## config.mk

```make
export PLATFORM = sky130hd
export DESIGN_NAME = multi_channel_clock_divider
export DESIGN_NICKNAME = d
export VERILOG_FILES = /design/src/rtl/clk_div_pkg.sv /design/src/rtl/clk_div_channel.sv /design/src/rtl/multi_channel_clock_divider.sv
export SDC_FILE = /design/constraint.sdc
export NUM_CORES = 1
export LEC_CHECK = 0
export CELL_PAD_IN_SITES_DETAIL_PLACEMENT = 0
export CELL_PAD_IN_SITES_GLOBAL_PLACEMENT = 1
export CORE_UTILIZATION = 23
export CTS_CLUSTER_SIZE = 8
export DETAILED_ROUTE_END_ITERATION = 8
export PLACE_DENSITY_LB_ADDON = 0.08
export SLEW_MARGIN = 20
export SYNTH_ARGS = -nofsm -noshare
export SYNTH_HDL_FRONTEND = slang
export SYNTH_HIERARCHICAL = 1
export SYNTH_SLANG_ARGS = --single-unit
```

## constraint.sdc

```tcl
create_clock -name CLK100MHZ -period 6.1 [get_ports CLK100MHZ]
set_input_delay 1.22 -clock CLK100MHZ [delete_from_list [all_inputs] [get_ports CLK100MHZ]]
set_output_delay 1.22 -clock CLK100MHZ [all_outputs]
set_load 0.005 [all_outputs]
```

## src/rtl/clk_div_pkg.sv

```systemverilog
// clk_div_pkg: shared constants for the multi-channel clock divider
package clk_div_pkg;
  localparam int CTR_W = 31;
  localparam int RST_PERIOD = 300_000;
  localparam int RST_HIGH = 100_000;
  localparam int CH_W = 3;
endpackage

```

## src/rtl/clk_div_channel.sv

```systemverilog
// clk_div_channel: one divider channel with active/pending period and high-count registers
module clk_div_channel #(
  parameter int CTR_W = clk_div_pkg::CTR_W,
  parameter int RST_PERIOD = clk_div_pkg::RST_PERIOD,
  parameter int RST_HIGH = clk_div_pkg::RST_HIGH
) (
  input  logic             CLK100MHZ,
  input  logic             reset,
  input  logic             en,
  input  logic             sync,
  input  logic             wr,
  input  logic [CTR_W-1:0] wr_period,
  input  logic [CTR_W-1:0] wr_high,
  output logic             clk_out,
  output logic             tick
);
  logic [CTR_W-1:0] ctr, period_a, high_a, period_p, high_p;
  logic [CTR_W-1:0] ctr_n, period_n, high_n;
  logic pend, en_q, wrap, apply;
  always_comb begin
    wrap = ctr == period_a - CTR_W'(1);
    apply = wrap || !en || sync;
    period_n = !apply ? period_a : wr ? wr_period : pend ? period_p : period_a;
    high_n = !apply ? high_a : wr ? wr_high : pend ? high_p : high_a;
    ctr_n = (sync || !en_q || wrap) ? '0 : ctr + CTR_W'(1);
  end
  always_ff @(posedge CLK100MHZ) begin
    if (reset) begin
      ctr <= '0;
      period_a <= CTR_W'(RST_PERIOD);
      high_a <= CTR_W'(RST_HIGH);
      period_p <= CTR_W'(RST_PERIOD);
      high_p <= CTR_W'(RST_HIGH);
      pend <= 1'b0;
      en_q <= 1'b0;
      clk_out <= 1'b0;
      tick <= 1'b0;
    end else begin
      period_a <= period_n;
      high_a <= high_n;
      pend <= !apply && (wr || pend);
      if (wr) begin
        period_p <= wr_period;
        high_p <= wr_high;
      end
      en_q <= en;
      ctr <= en ? ctr_n : '0;
      clk_out <= en && (ctr_n < high_n);
      tick <= en && (ctr_n == '0) && (high_n != '0) && ((high_n < period_n) || !en_q);
    end
  end
endmodule

```

## src/rtl/multi_channel_clock_divider.sv

```systemverilog
// multi_channel_clock_divider: write decode, wr_err and sync fan-out over NUM_CH divider channels
module multi_channel_clock_divider #(
  parameter int NUM_CH = 2,
  parameter int CTR_W = clk_div_pkg::CTR_W,
  parameter int RST_PERIOD = clk_div_pkg::RST_PERIOD,
  parameter int RST_HIGH = clk_div_pkg::RST_HIGH
) (
  input  logic                        CLK100MHZ,
  input  logic                        reset,
  input  logic [NUM_CH-1:0]           ch_en,
  input  logic                        sync,
  input  logic                        wr_en,
  input  logic [clk_div_pkg::CH_W-1:0] wr_ch,
  input  logic [CTR_W-1:0]            wr_period,
  input  logic [CTR_W-1:0]            wr_high,
  output logic                        wr_err,
  output logic [NUM_CH-1:0]           clk_out,
  output logic [NUM_CH-1:0]           tick
);
  import clk_div_pkg::*;
  logic bad;
  assign bad = (wr_period < CTR_W'(2)) || (32'(wr_ch) >= 32'(NUM_CH));
  always_ff @(posedge CLK100MHZ) wr_err <= !reset && wr_en && bad;
  for (genvar i = 0; i < NUM_CH; i++) begin : g_ch
    clk_div_channel #(
      .CTR_W(CTR_W),
      .RST_PERIOD(RST_PERIOD),
      .RST_HIGH(RST_HIGH)
    ) u_ch (
      .CLK100MHZ(CLK100MHZ),
      .reset(reset),
      .en(ch_en[i]),
      .sync(sync),
      .wr(wr_en && !bad && (wr_ch == CH_W'(i))),
      .wr_period(wr_period),
      .wr_high(wr_high),
      .clk_out(clk_out[i]),
      .tick(tick[i])
    );
  end
endmodule
```

==> results_dict.tcl <==
set metrics [dict create \
    status "finished clean" \
    cts_tree "yes" \
    clock-sinks 319 \
    rrSetupSlack_ps 330 \
    route.final.wire_length_mm 86.0 \
    dr_wl_met3_mm 4.31 \
    cp-end-kind "flop" \
    clock_skew_ps 13.5 \
    hold_slack_ps 459 \
    h-tree-depth 2 \
    relSlewSlack 0.236 \
    yosysWarnings 6 \
    die_y_um 293 \
    utilization 0.290 \
    synth_cell_type_count 61 \
    die_area_sq_mm 0.0860 \
    period_share 0.947 \
    first_global_vias 18400 \
    firstDrtPassIters 5 \
    viasPerCell 4.88 \
    grt-ovfl-total 0 \
    fin_crit_ps 5770 \
    synth.top_cell.area_share 0.327 \
    diodes 0 \
    worst_slew_pin_slew_ps 1150 \
    arrival_ps 6280 \
    antenna_found_initial 2 \
    grt_pass1_wl_mm 125 \
    hold_viol 0 \
    clk_pin_slew_worst_paths_ps 50 \
    power_density_mw_per_mm2 219 \
    cts_buffers 47 \
    drtIter0Drc 1215 \
    worst_skew_pair.late_latency_ps 580 \
    hold_path.class "flop to flop" \
    grt_use_total 0.197 \
    ys_async_sr_fraction 0 \
    crit_type "flop to flop" \
    holdBufCountCts 0 \
    io_buffers 75 \
    syn_nets 2672 \
    topRoutingLayerUsed "met4" \
    vdd_drop_max_mv 0.176 \
    wire_per_inst_um 22.5 \
    clockRootBuffer "clkbuf_16" \
    placed_cell_area_sq_mm 0.0229 \
    maxSlewViolCount 0 \
    synth_cells 2481 \
    worstPathMaxFanout 12 \
    yosysSeqAreaShare 0.327 \
    synthToLayoutAreaGrowth_pct 24.6 \
    synth_area_sq_mm 0.0195 \
    synthFlopType "dfxtp_1" \
    finalInstanceArea_sq_mm 0.0243 \
    power_mw 5.31 \
    multi_input_area_sq_mm 0.0121 \
    setup_viol 0 \
    synth-edff-count 0 \
    drcViolationCount 0 \
    dieWidth_um 293 \
    layout_setup_ws_ps 326 \
    rows 106 \
    cap_violations 0 \
    clock_path_buffers 3 \
    worstPathRequired_ps 6600 \
    syn_area_per_cell_sq_um 7.86 \
    regArea_sq_mm 0.00639 \
    wl_met1_mm 44.0 \
    ys_seq_elements 319 \
    cp-start-kind "flop" \
    ant_nets 0 \
    gp_congestion 0.850 \
    core_area_sq_mm 0.0838 \
    drive_gt1_frac 0.145 \
    synth_area_leaders "dfxtp_1, ha_1, nor2_1" \
    p_leak_nw 9.39 \
    routed-wl-met2_mm 35.8 \
    initial_core_util 0.233 \
    clock.fmax_mhz 173 \
    grt_start_max_net_pins 152 \
    boundaryPins 76 \
    fin_nets 2860 \
    grt_setup_unrepaired "yes" \
    vias 18600 \
    post-place-ws_ps -363 \
    num-fill-cells 9179 \
    dp_hpwl_mm 67.2 \
    synth_area_leader_cell "dfxtp_1" \
]
[power breakdown]
group	internal [mW]	switching [mW]
Combinational	0.280	0.384
Clock	1.47	1.01
Sequential	2.13	0.0344
Total	3.88	1.43
[cell usage after synthesis, types with 9 or more instances]
cell,count
buf_1,24
a211o_1,16
xnor2_1,76
and4_1,18
nand2b_1,32
dfxtp_1,319
or4_1,18
xor2_1,66
clkbuf_1,148
o22a_1,108
nor2_1,381
or3b_2,16
a31oi_1,10
nand4_1,54
or3_1,30
nor3_1,44
o31ai_1,10
a21o_1,26
nand2_1,177
nor4_1,32
mux2i_1,52
inv_1,84
nand3_1,90
ha_1,120
a21oi_1,162
nor3b_1,9
nor2b_1,48
buf_6,10
o41ai_1,10
o21a_1,58
nor2_2,18
o21ai_0,108
[sequential cells by signal (all words and copies together) (netlist names)]
register,cells
g_ch.u_ch/high_p,62
wr_err,1
g_ch.u_ch/pend,2
g_ch.u_ch/period_a,62
g_ch.u_ch/period_p,62
g_ch.u_ch/ctr,62
g_ch.u_ch/high_a,62
g_ch.u_ch/en_q,2
g_ch.u_ch/clk_out,2
g_ch.u_ch/tick,2
[routing by layer]
| layer | up-vias | track usage |
|---|---|---|
| met5 | - | 0 |
| met4 | 0 | 0.0475 |
| met3 | 94 | 0.0353 |
| met2 | 407 | 0.294 |
| met1 | 9024 | 0.289 |
| li1 | 9093 | - |
[layout by cell type, fill, tap and decap left out, types with 74 or more instances in the layout]
cell	Yosys	routed
nand3_1	90	90
inv_1	84	84
dfxtp_1	319	316
clkdlybuf4s50_1	0	74
xnor2_1	76	76
nor2_1	381	376
buf_4	0	244
o22a_1	108	108
a21oi_1	162	162
o21ai_0	108	107
nand2_1	177	176
ha_1	120	120
[final cells by class]
class                           instances  area share
Inverter                               84      0.0130
Multi-Input combinational cell       1888       0.498
Tap cell                             1134      0.0584
Clock inverter                          1    0.000206
Timing Repair Buffer                  329       0.114
Sequential cell                       319       0.263
Clock buffer                           58      0.0539
[worst max-delay path: stages, from the launching register on]
cell and delay (ps):
dfxtp_1 350, or4_4 530, or4_1 470, a2111oi_0 370, o21ba_1 200, nor4_1 200
or4b_4 530, and2_2 340, o21a_1 240, nor2_1 230, inv_1 170, ha_1 210
a21o_1 170, a21o_1 170, a21oi_1 140, nor2b_1 60, o21ai_0 210, nand2b_1 100
a21oi_1 160, nor2b_1 60, o21ai_0 150, a21boi_0 90, o21ai_0 210, o211ai_1 130
nor3_1 180
[what timing repair did]
| action | 4_1_cts | 5_1_grt |
|---|---|---|
| gates resized for setup | 0 | 16 |
| hold endpoints to repair | 0 | 0 |
| setup endpoints to repair | 0 | 4 |
| setup buffers | 0 | 2 |
[worst paths after layout]
| path | start | depth (start not counted) | endpoint |
|---|---|---|---|
| max | g_ch[1].u_ch/period_a[14] | 24 | g_ch[1].u_ch/tick |
| min reg2reg | g_ch[1].u_ch/high_p[18] | 2 | g_ch[1].u_ch/high_p[18] |
| min | g_ch[1].u_ch/high_p[18] | 2 | g_ch[1].u_ch/high_p[18] |
| max reg2reg | g_ch[1].u_ch/period_a[14] | 24 | g_ch[1].u_ch/tick |
[stage by stage]
stage          cells  TNS [ps]
6_report        3813         0
5_1_grt         3813     -9.74
2_1_floorplan   2481         0
3_3_place_gp    3751     -3820
3_5_place_dp    3752      -491
4_1_cts         3811         0
[kinds of logic (layout without fill, tap and decap cells)]
logic type      count (synthesis)  in the layout  share of synthesized area
fa+ha+maj                     122            122                     0.0780
flops                         319            319                      0.327
mux                            52             52                     0.0267
xor+xnor                      142            142                     0.0638
buf+inv                       274            472                     0.0571
simple gates                 1011           1011                      0.254
compound gates                561            561                      0.193
Note: power is estimated with default switching activity, not from simulation.
